--- config.mk ---
export PLATFORM = sky130hd
export DESIGN_NAME = sprite_layer
export DESIGN_NICKNAME = d
export VERILOG_FILES = /design/src/rtl/sprite_layer.sv
export SDC_FILE = /design/constraint.sdc
export NUM_CORES = 1
export LEC_CHECK = 0
export BUFFER_PORTS_ARGS = -buffer_cell sky130_fd_sc_hd__clkbuf_2
export CAP_MARGIN = 30
export CORE_MARGIN = 3
export CORE_UTILIZATION = 35
export DETAILED_ROUTE_END_ITERATION = 16
export HOLD_SLACK_MARGIN = 0.12
export PLACE_DENSITY = 0.57
export SETUP_SLACK_MARGIN = 0.5
export SYNTH_ARGS = -nofsm -noshare
export SYNTH_HDL_FRONTEND = slang
export SYNTH_SLANG_ARGS = --single-unit
export TNS_END_PERCENT = 50
--- constraint.sdc ---
create_clock -name clk -period 2.8 [get_ports clk]
set_clock_uncertainty 0.15 [all_clocks]
set_input_delay 0.42 -clock clk [delete_from_list [all_inputs] [get_ports clk]]
set_output_delay 0.42 -clock clk [all_outputs]
set_load 0.05 [all_outputs]
--- src/rtl/sprite_layer.sv ---
// sprite_layer: double-buffered sprite slot table with a two-stage
// per-pixel hit/shape pipeline and lowest-index priority.
`ifndef H_DISP_LEN
`define H_DISP_LEN 10
`endif
`ifndef V_DISP_LEN
`define V_DISP_LEN 9
`endif
`ifndef COLOR_RGB_DEPTH
`define COLOR_RGB_DEPTH 12
`endif

module sprite_layer #(
  parameter int SLOTS = 8,
  parameter int SPR_W = 4,
  parameter int SPR_H = 8,
  parameter logic [`COLOR_RGB_DEPTH-1:0] SPR_RGB = 12'hff0
) (
  input  logic                        clk,
  input  logic                        rst_n,
  input  logic                        wr_valid_i,
  output logic                        wr_ready_o,
  input  logic [$clog2(SLOTS)-1:0]    wr_slot_i,
  input  logic                        wr_act_i,
  input  logic [`H_DISP_LEN-1:0]      wr_x_i,
  input  logic [`V_DISP_LEN-1:0]      wr_y_i,
  input  logic                        frame_start_i,
  input  logic                        req_valid_i,
  input  logic [`H_DISP_LEN-1:0]      req_x_addr_i,
  input  logic [`V_DISP_LEN-1:0]      req_y_addr_i,
  output logic [`COLOR_RGB_DEPTH-1:0] rgb_o,
  output logic                        alpha_o,
  output logic [$clog2(SLOTS)-1:0]    hit_slot_o,
  output logic [$clog2(SLOTS):0]      active_cnt_o
);
  localparam int SW  = $clog2(SLOTS);
  localparam int XW  = `H_DISP_LEN;
  localparam int YW  = `V_DISP_LEN;
  localparam int CD  = `COLOR_RGB_DEPTH;
  localparam int DXW = (SPR_W > 1) ? $clog2(SPR_W) : 1;
  localparam int DYW = (SPR_H > 1) ? $clog2(SPR_H) : 1;

  logic [SLOTS-1:0]          sh_act_q, ac_act_q;
  logic [SLOTS-1:0][XW-1:0]  sh_x_q, ac_x_q;
  logic [SLOTS-1:0][YW-1:0]  sh_y_q, ac_y_q;
  logic [SW:0]               cnt_q, cnt_d;

  logic                      s1_vld_q;
  logic [SLOTS-1:0]          s1_hit_q, s1_hit_d;
  logic [SLOTS-1:0][DXW-1:0] s1_dx_q, s1_dx_d;
  logic [SLOTS-1:0][DYW-1:0] s1_dy_q, s1_dy_d;

  logic [CD-1:0]             rgb_q, rgb_d;
  logic                      alpha_q, alpha_d;
  logic [SW-1:0]             hit_q, hit_d;

  assign wr_ready_o = rst_n & ~frame_start_i;

  // Shadow table takes accepted writes; writes stall during a commit.
  always_ff @(posedge clk) begin
    if (!rst_n) begin
      sh_act_q <= '0;
      sh_x_q   <= '0;
      sh_y_q   <= '0;
    end else if (wr_valid_i && wr_ready_o) begin
      sh_act_q[wr_slot_i] <= wr_act_i;
      sh_x_q[wr_slot_i]   <= wr_x_i;
      sh_y_q[wr_slot_i]   <= wr_y_i;
    end
  end

  // Active table copies the whole shadow table on frame start.
  always_ff @(posedge clk) begin
    if (!rst_n) begin
      ac_act_q <= '0;
      ac_x_q   <= '0;
      ac_y_q   <= '0;
    end else if (frame_start_i) begin
      ac_act_q <= sh_act_q;
      ac_x_q   <= sh_x_q;
      ac_y_q   <= sh_y_q;
    end
  end

  // Popcount of active slots, registered one cycle behind the table.
  always_comb begin
    cnt_d = '0;
    for (int i = 0; i < SLOTS; i++)
      cnt_d = cnt_d + (SW+1)'(ac_act_q[i]);
  end

  // Per-slot box test and in-sprite offsets; sums are one bit wider.
  always_comb begin
    logic [XW:0]   xe;
    logic [YW:0]   ye;
    logic [XW-1:0] ddx;
    logic [YW-1:0] ddy;
    s1_hit_d = '0;
    s1_dx_d  = '0;
    s1_dy_d  = '0;
    for (int i = 0; i < SLOTS; i++) begin
      xe  = {1'b0, ac_x_q[i]} + (XW+1)'(SPR_W);
      ye  = {1'b0, ac_y_q[i]} + (YW+1)'(SPR_H);
      ddx = req_x_addr_i - ac_x_q[i];
      ddy = req_y_addr_i - ac_y_q[i];
      s1_hit_d[i] = ac_act_q[i]
                  && (req_x_addr_i >= ac_x_q[i])
                  && ({1'b0, req_x_addr_i} < xe)
                  && (req_y_addr_i >= ac_y_q[i])
                  && ({1'b0, req_y_addr_i} < ye);
      s1_dx_d[i] = ddx[DXW-1:0];
      s1_dy_d[i] = ddy[DYW-1:0];
    end
  end

  // Stage 1 register.
  always_ff @(posedge clk) begin
    if (!rst_n) begin
      s1_vld_q <= 1'b0;
      s1_hit_q <= '0;
      s1_dx_q  <= '0;
      s1_dy_q  <= '0;
      cnt_q    <= '0;
    end else begin
      s1_vld_q <= req_valid_i;
      s1_hit_q <= s1_hit_d;
      s1_dx_q  <= s1_dx_d;
      s1_dy_q  <= s1_dy_d;
      cnt_q    <= cnt_d;
    end
  end

  // Lowest-index box hit wins; its shape bit alone decides coverage.
  always_comb begin
    logic [SW-1:0]    sel;
    logic             any;
    logic [SPR_W-1:0] row;
    logic [DXW-1:0]   col;
    logic             shp;
    sel = '0;
    any = 1'b0;
    for (int i = SLOTS-1; i >= 0; i--) begin
      if (s1_hit_q[i]) begin
        sel = SW'(i);
        any = 1'b1;
      end
    end
    row = '1;
    if (s1_dy_q[sel] == '0 || s1_dy_q[sel] == DYW'(SPR_H-1)) begin
      row[SPR_W-1] = 1'b0;
      row[0]       = 1'b0;
    end
    col     = DXW'(SPR_W-1) - s1_dx_q[sel];
    shp     = row[col];
    alpha_d = s1_vld_q & any & shp;
    rgb_d   = alpha_d ? SPR_RGB : '0;
    hit_d   = alpha_d ? sel : '0;
  end

  // Stage 2 output register.
  always_ff @(posedge clk) begin
    if (!rst_n) begin
      rgb_q   <= '0;
      alpha_q <= 1'b0;
      hit_q   <= '0;
    end else begin
      rgb_q   <= rgb_d;
      alpha_q <= alpha_d;
      hit_q   <= hit_d;
    end
  end

  assign rgb_o        = rgb_q;
  assign alpha_o      = alpha_q;
  assign hit_slot_o   = hit_q;
  assign active_cnt_o = cnt_q;
endmodule

Yosys cells after proc, flatten, opt, wreduce, memory -nomap -nowiden
Index checks and enable logic that the tools add are counted.
{"block": "op_classes", "order_cmp": 36, "reduce_logical": 37, "mux": 33, "add_sub_neg": 40, "bitwise_logic": 4, "n_eq_ne": 1}
{"op": "$add A10 B3 Y11 const B", "n": 8}
{"op": "$lt A10 B11 Y1", "n": 8}
{"op": "$add A9 B4 Y10 const B", "n": 8}
{"op": "$bwmux W80", "n": 1}
{"op": "$ge A10 B10 Y1", "n": 8}
{"op": "$lt A9 B10 Y1", "n": 8}
{"op": "$bwmux W72", "n": 1}
{"op": "$ge A9 B9 Y1", "n": 8}
{"op": "$logic_and A1 B1 Y1", "n": 34}
{"op": "$demux W10 S3", "n": 1}
{"op": "$demux W9 S3", "n": 1}
{"op": "$mux W3", "n": 9}
{"op": "$sub A3 B3 Y3", "n": 8}
{"op": "$add A4 B1 Y4", "n": 4}
{"op": "$sub A2 B2 Y2", "n": 8}
{"op": "$mux W12", "n": 1}
{"op": "$mux W1", "n": 11}
{"op": "$mux W10", "n": 1}
{"op": "$bmux W3 S3", "n": 1}
{"op": "$mux W9", "n": 1}
{"op": "$bwmux W8", "n": 1}
{"op": "$lt A3 B4 Y1 const B", "n": 2}
{"op": "$bmux W2 S3", "n": 1}
{"op": "$add A3 B1 Y4", "n": 1}
{"op": "14 further kinds", "n": 16}
{"block": "totals", "output_inout_bits": 21, "word_cells": 207, "reg_bits": 389, "inputBits": 47}

Longest topological paths before layout
Gate-level depths: netlist of the first run.
{"block": "depth", "word_depth": 17, "ltp_mapped": 11, "depth_no_buf": 11}

Worst setup path after synthesis of the first run
Ideal clock, no wire load.
{"block": "synth_timing", "kind": "flip-flop to flip-flop", "startpoint": "register ac_act_q[0]", "endpoint": "register cnt_q[2], in the netlist active_cnt_o[2]", "arrival_time_ps": 2638, "t_required_ps": 2535, "path_buffers": 0, "stages_incl_launch_ff": 11, "slack_ps": -103, "period_less_slack_ps": 2903, "cell_sequence": "dfxtp_1 > fa_1 > inv_1 > fa_1 > fa_1 > inv_1 > ha_1 > inv_1 > fa_1 > xnor2_1 > and2_1"}
{"block": "synth_via", "elab_chain_len": 7}
{"item": "start: declaration", "line_no": "43", "source": "logic [SLOTS-1:0] sh_act_q, ac_act_q;"}
{"item": "start signal: assignment", "line_no": "79", "source": "ac_act_q <= sh_act_q;"}
{"item": "$add A1 B1 Y2", "line_no": "89", "source": "cnt_d = cnt_d + (SW+1)'(ac_act_q[i]);"}
{"item": "$add A2 B1 Y3", "line_no": "89"}
{"item": "$add A3 B1 Y4", "line_no": "89"}
{"item": "$add A4 B1 Y4 (4 in a row)", "line_no": "89"}
{"item": "end signal: assignment", "line_no": "129", "source": "cnt_q <= cnt_d;"}
{"item": "end: declaration", "line_no": "46", "source": "logic [SW:0] cnt_q, cnt_d;"}
No other way between the ends.
A chain may end at the register's enable or synchronous reset.

Worst setup path in the final report of the first run
Same ends and word-level chain as after synthesis.

==> flow_summary.toml, run 1 <==
[run_status]
status = "finished with violations"
violations = "negative setup slack"

[synthesis]
syn_inst = 2451
yosysUniqueCellTypes = 57
synth_ff_type = "dfxtp_1"
syn_avg_cell_area_sq_um = 8.99
synth_edf_count = 0
yosys_warnings = 0
netlist_area_sq_um = 22000
synth-seq-cells = 377
synth_top_area_share = 0.343
yosys-top-cells-area = "dfxtp_1 (34%), ha_1 (16%), mux2i_1 (7.5%)"
synth.largest_area_cell = "dfxtp_1"
ys_async_sr_fraction = 0
yosysSeqAreaShare = 0.343

[cts]
cts_made_buffers = 43
clk_pin_slew_ns = 0.06
cts_tree = "yes"
htree_levels = 2
cts_root_buf = "clkbuf_16"
clock_latency_ns = 0.58
cts.sinks = 377
clockBufferDepth = 3

[power]
leakage_nw = 9.71
combPwrFrac = 0.095
p_clk_frac = 0.467
seqPwrFrac = 0.438
vdd_drop_max_uv = 436
p_int_mw = 9.36
swShare = 0.246
power_density_nw_per_um2 = 486
power_switching_mw = 3.06

[grt]
grt_overflow_total = 0
grt.total_usage = 0.185
grt_pass1_wl_um = 95800
antenna_found_initial = 2
grt_pass1_vias = 16700
grt_max_degree = 115

[placement]
port_buffers = 63
gp_congestion = 0.879
dp.final_hpwl_um = 43900

[finish]
fillers = 6093
multi_input_comb_area_sq_um = 13600
nNetsFinal = 2867
areaGrowthSynthToFinish_pct = 16.0
area.sequential_sq_um = 7620
antenna_cells = 0
drive_above_1_share = 0.131

[sta]
post-route-period-util = 1.04
rsz0062_at_grt = "yes"
holdWs_ns = 0.170
fin_ws_ns = -0.126
period_minus_slack_ns = 2.93
slew_violations = 0
slew_headroom = 0.550
hold_viol_final = 0
setup_violations = 2
fmax_mhz = 342
tns_ns = -0.207
worst_slew_pin_slew_ns = 0.675

[setup_path]
end_kind = "register"
worstPathMaxFanout = 2
worstSetupStartpointType = "register"
cp.arrival_ns = 3.22
required_ns = 3.10
worstSetupPathType = "reg2reg"

[floorplanning]
fp-row-count = 91
dieArea_sq_um = 66000
die_w_um = 257
core_sq_um = 61900
die_y_um = 257
start_util = 0.356
num_io_pins = 68

[flow_run]
maxCapViolations = 0

[min_path]
holdCritPathClass = "in2reg"

[route]
route.detailed.drc = 0
drtIter0Drc = 800
firstDrtPassIters = 5
num_vias = 17000
drt-total-wl_um = 62200
ant_nets = 0
viasPerCell = 5.02
routedWlPerCell_um = 18.4
kinds of logic after synthesis:
kind of cell | count (synthesis) | share of synthesized area
simple gates | 760 | 0.167
compound gates | 436 | 0.139
flops | 377 | 0.343
buf+inv | 316 | 0.0600
fa+ha+maj | 303 | 0.179
mux | 164 | 0.0745
xor+xnor | 94 | 0.0374
other cells | 1 | 0.000170
worst max-delay path: stages (launching register included):
cell and delay (ns):
dfxtp_2 0.33, fa_1 0.53, inv_1 0.05, fa_1 0.50, fa_1 0.43, inv_2 0.08, ha_4 0.13, inv_2 0.04
fa_2 0.33, xnor2_1 0.12, and2_1 0.14
placed cells by master, fill, tap and decap left out, types with 9 or more instances in the layout:
| cell | instances |
|---|---|
| o21bai_1 | 11 |
| nand2_1 | 364 |
| a2111oi_0 | 9 |
| o21a_1 | 24 |
| clkbuf_8 | 14 |
| a211oi_1 | 10 |
| o21ai_0 | 40 |
| nand2b_1 | 18 |
| buf_12 | 10 |
| nor2_1 | 29 |
| buf_4 | 67 |
| ha_1 | 275 |
| nor3_4 | 9 |
| dfxtp_1 | 338 |
| o2111ai_1 | 11 |
| o211ai_1 | 20 |
| mux2i_1 | 164 |
| a31oi_1 | 11 |
| nor3_1 | 13 |
| nor2b_1 | 194 |
| clkbuf_16 | 45 |
| a21boi_0 | 166 |
| fa_1 | 18 |
| inv_1 | 181 |
| clkbuf_2 | 61 |
| nand3_1 | 65 |
| a21oi_1 | 62 |
| dfxtp_2 | 31 |
| a21o_1 | 25 |
| xnor2_1 | 84 |
sequential cells by signal (all words and copies together) (netlist names), 8 cells and up:
signal and flops:
ac_y_q 72, s1_hit_q 8, sh_act_q 8, s1_dx_q 16, ac_act_q 8, sh_y_q 72, s1_dy_q 24, ac_x_q 80
sh_x_q 80
Yosys cell counts, drive strengths merged, types with 2 or more instances:
library cell and instances:
buf 57, nand3b 5, ha 283, nor2 30, o211ai 20, a31oi 11
xor2 7, inv 189, nor3 26, and3 10, nand2b 19, a21boi 167
nor4b 2, a211o 5, o31ai 3, and2 8, o221a 4, nor3b 2
nor4 8, nand3 79, xnor2 87, a211oi 13, clkbuf 70, o21ai 46
mux2i 164, a2111oi 13, dfxtp 377, o21bai 12, a21o 25, nor2b 195
a21oi 66, o32a 2, fa 20, nand2 364, o2111ai 12, or3 10
a31o 3, o311ai 2, o21a 24, o32ai 2
layout make-up:
class                      instances  share of cell area
multi-input combinational       1761               0.533
sequential                       377               0.298
tap                              837              0.0410
clock buffer                      66              0.0526
clock inverter                    12             0.00460
inverter                         189              0.0278
timing repair buffer             145              0.0427
layer usage:
metal / vias to the layer above / wire, um / track usage
met4: 0 / 1750 / 0.0518
met1: 8222 / 29600 / 0.248
li1: 8424 / - / -
met3: 93 / 2060 / 0.0255
met2: 247 / 28800 / 0.312
met5: - / 0 / 0
what timing repair did:
action                                  CTS  global route
endpoints found under the setup margin   16            15
resized for setup                        64            77
endpoints found under the hold margin    21             0
hold buffers                              4             0
pin swaps                                19            29
buffers inserted                          6             7
power by group through the flow:
stage / Combinational, mW / Clock [mW] / Sequential [mW]
after detailed placement: 1.16 / 0 / 5.57
final: 1.18 / 5.80 / 5.44
after floorplan: 0.713 / 0 / 5.56
after global routing: 1.30 / 6.17 / 5.45
after global placement: 1.13 / 0 / 5.57
after CTS: 1.18 / 5.95 / 5.45
stage by stage:
stage / std cells / instance area [sq um] / util / power, mW / worst slack (ns)
after floorplan: 2454 / 22000 / - / 6.27 / -0.0596
after global placement: 3292 / 23500 / 0.379 / 6.70 / -0.180
after detailed placement: 3292 / 23500 / 0.379 / 6.73 / -0.161
after CTS: 3380 / 25200 / 0.407 / 12.6 / -0.115
after global routing: 3387 / 25500 / 0.412 / 12.9 / -0.202
final: 3387 / 25500 / 0.412 / 12.4 / -0.126
final timing paths:
| check | from | to | slack [ns] | cells after the start |
|---|---|---|---|---|
| max reg2reg | ac_act_q[0]$_SDFFE_PN0P_ | active_cnt_o[2]$_SDFF_PN0_ | -0.13 | 10 |
| min | wr_y_i[3] | sh_y_q[21]$_SDFFE_PN0P_ | 0.17 | 3 |
| max | ac_act_q[0]$_SDFFE_PN0P_ | active_cnt_o[2]$_SDFF_PN0_ | -0.13 | 10 |
| min reg2reg | sh_x_q[60]$_SDFFE_PN0P_ | sh_x_q[60]$_SDFFE_PN0P_ | 0.31 | 2 |
No activity file was read; power rests on OpenSTA's default activity.
==> inputs of run 2 (changes only) <==
Settings changed: CTS_BUF_LIST set to sky130_fd_sc_hd__clkbuf_4 sky130_fd_sc_hd__clkbuf_8.
==> run 2 against run 1 <==
Effect of this change: power down 1.7%; sequential share of layout area down 0.12 points; worst setup slack better by 0.018 ns; sequential power about the same; clock power down 4.0%; die area unchanged; combinational power about the same; global-route usage up 0.28 points; critical endpoint unchanged; count of clock-buffer cells in the layout up 41; cell area up 0.50%; critical path type unchanged; the run still ends with negative setup slack left; routed wire length up 0.84%.
==> flow_summary.toml, run 2 (synthesis results as in run 1) <==
[run_status]
status = "finished with violations"
violations = "negative setup slack"

[setup_path]
path_cells = "fa_1, inv_1, fa_1, fa_1, inv_2, ha_4, inv_2, fa_2, xnor2_1, and2_1"
worstSetupPathDepth = 10
slowest_delay_ns = 0.53
cp.buffers_inverters = 3
crit_path_frequent_cell = "fa_1"
worstSetupPathType = "reg2reg"
crit_slowest_cell = "fa_1"
r2r_cells = 10
end_kind = "register"
worstPathMaxFanout = 2
worstSetupStartpointType = "register"
cp.arrival_ns = 3.28
r2r_end = "active_cnt_o[2]$_SDFF_PN0_"
regToRegStartpoint = "ac_act_q[0]$_SDFFE_PN0P_"
crit_family = "adder cells"
required_ns = 3.18
r2r_slack_ns = -0.11

[finish]
final_cell_mix = "nand2_1 (364), dfxtp_1 (339), ha_1 (273), nor2b_1 (194), inv_1 (181)"
drive_above_1_share = 0.147
antenna_cells = 0
final_common_cell = "nand2_1"
fillers = 6101
nNetsFinal = 2900
largest_registers = "ac_x_q (80), sh_x_q (80)"
areaGrowthSynthToFinish_pct = 16.6
stdcell_count = 3436

[floorplanning]
die_y_um = 257
num_io_pins = 68
dieArea_sq_um = 66000
fp-row-count = 91
start_util = 0.356
core_sq_um = 61900
die_w_um = 257

[cts]
htree_levels = 3
cts.sinks = 377
cts_tree = "yes"
cts_made_buffers = 70
clockBufferDepth = 3
clk_pin_slew_ns = 0.05
clock_latency_ns = 0.63
cts_root_buf = "clkbuf_8"

[grt]
grt_pass1_wl_um = 96900
grt_max_degree = 115
grt.total_usage = 0.188
grt_pass1_vias = 17000
grt_overflow_total = 0
antenna_found_initial = 2

[placement]
port_buffers = 63
dpl_worst_slack_ns = -0.161
placed_cells = 3292
dp.final_hpwl_um = 43900
gp_congestion = 0.879

[power]
power_mw = 12.2
power_density_nw_per_um2 = 476
leakage_nw = 9.80
vdd_drop_max_uv = 336

[sta]
fmax_mhz = 344
rsz0062_at_grt = "yes"
slew_violations = 0
fin_ws_ns = -0.107
post-route-period-util = 1.04
worst_slew_pin_slew_ns = 0.689
holdWs_ns = 0.149
hold_viol_final = 0
setup_violations = 2
slew_headroom = 0.541
period_minus_slack_ns = 2.91

[flow_run]
maxCapViolations = 0

[route]
num_vias = 17200
ant_nets = 0
route.detailed.drc = 0
drtIter0Drc = 739
firstDrtPassIters = 4
drt-total-wl_um = 62800
routedWlPerCell_um = 18.3
viasPerCell = 5.01

[min_path]
min_to = "sh_x_q[26]$_SDFFE_PN0P_"
holdCritPathClass = "in2reg"
hp-start = "rst_n"
whs_path_depth = 3
==> run 2: cell types whose count changed in the layout (fill, tap and decap cells not counted), sizes merged <==
cell / before / now
clkinvlp: 3 / 4
clkinv: 7 / 9
dlygate4sd3: 4 / 13
buf: 80 / 77
bufinv: 2 / 1
clkbuf: 127 / 168
==> run 2: how the worst max path moves through the flow <==
stage | startpoint | end | slack [ns]
floorplan | ac_act_q[0]$_SDFFE_PN0P_ | active_cnt_o[2]$_SDFF_PN0_ | -0.06
global placement | ac_act_q[0]$_SDFFE_PN0P_ | active_cnt_o[2]$_SDFF_PN0_ | -0.18
detailed placement | ac_act_q[0]$_SDFFE_PN0P_ | active_cnt_o[2]$_SDFF_PN0_ | -0.16
CTS | ac_act_q[0]$_SDFFE_PN0P_ | active_cnt_o[2]$_SDFF_PN0_ | -0.12
global route | ac_act_q[0]$_SDFFE_PN0P_ | active_cnt_o[2]$_SDFF_PN0_ | -0.20
finish | ac_act_q[0]$_SDFFE_PN0P_ | active_cnt_o[2]$_SDFF_PN0_ | -0.11
==> run 2: worst reg2reg max path, stage by stage (launching register included) <==
cell,delay [ns]
dfxtp_2,0.33
fa_1,0.53
inv_1,0.05
fa_1,0.49
fa_1,0.42
inv_2,0.08
ha_4,0.13
inv_2,0.04
fa_2,0.33
xnor2_1,0.12
and2_1,0.14
==> run 2: power by group <==
part           internal (mW)  switching (mW)  leakage [nW]
sequential              5.41          0.0299          3.07
clock                   3.18            2.39         0.773
combinational          0.480           0.716          5.95
total                   9.07            3.14          9.80
==> run 2: timing repair <==
item                       in CTS  in global routing
setup endpoints to repair      16                 15
hold buffers                   13                  0
pin swaps                      20                 36
resized for setup              66                 82
hold endpoints to repair       85                  0
cloned                          0                  0
setup buffers                   7                  3
==> run 2: per-layer routing <==
layer,up-vias,wire (um),track usage
met5,-,0,0
met4,0,1590,0.0628
met3,100,2240,0.0265
met2,263,29300,0.315
met1,8358,29700,0.249
li1,8508,-,-
==> run 2: final cells by class <==
class / instances / area (sq um) / share of cell area
Timing Repair Buffer: 151 / 1160 / 0.0451
Clock buffer: 107 / 1360 / 0.0530
Inverter: 189 / 712 / 0.0277
Multi-Input combinational cell: 1761 / 13700 / 0.532
Sequential cell: 377 / 7620 / 0.297
Tap cell: 837 / 1050 / 0.0408
Clock inverter: 14 / 105 / 0.00409
==> run 2: stage by stage <==
stage | utilization | instance area, sq um | TNS [ns]
after CTS | 0.409 | 25300 | -0.204
final | 0.415 | 25700 | -0.170
after global placement | 0.379 | 23500 | -0.303
after detailed placement | 0.379 | 23500 | -0.278
after global routing | 0.415 | 25700 | -0.372
after floorplan | - | 22000 | -0.0770
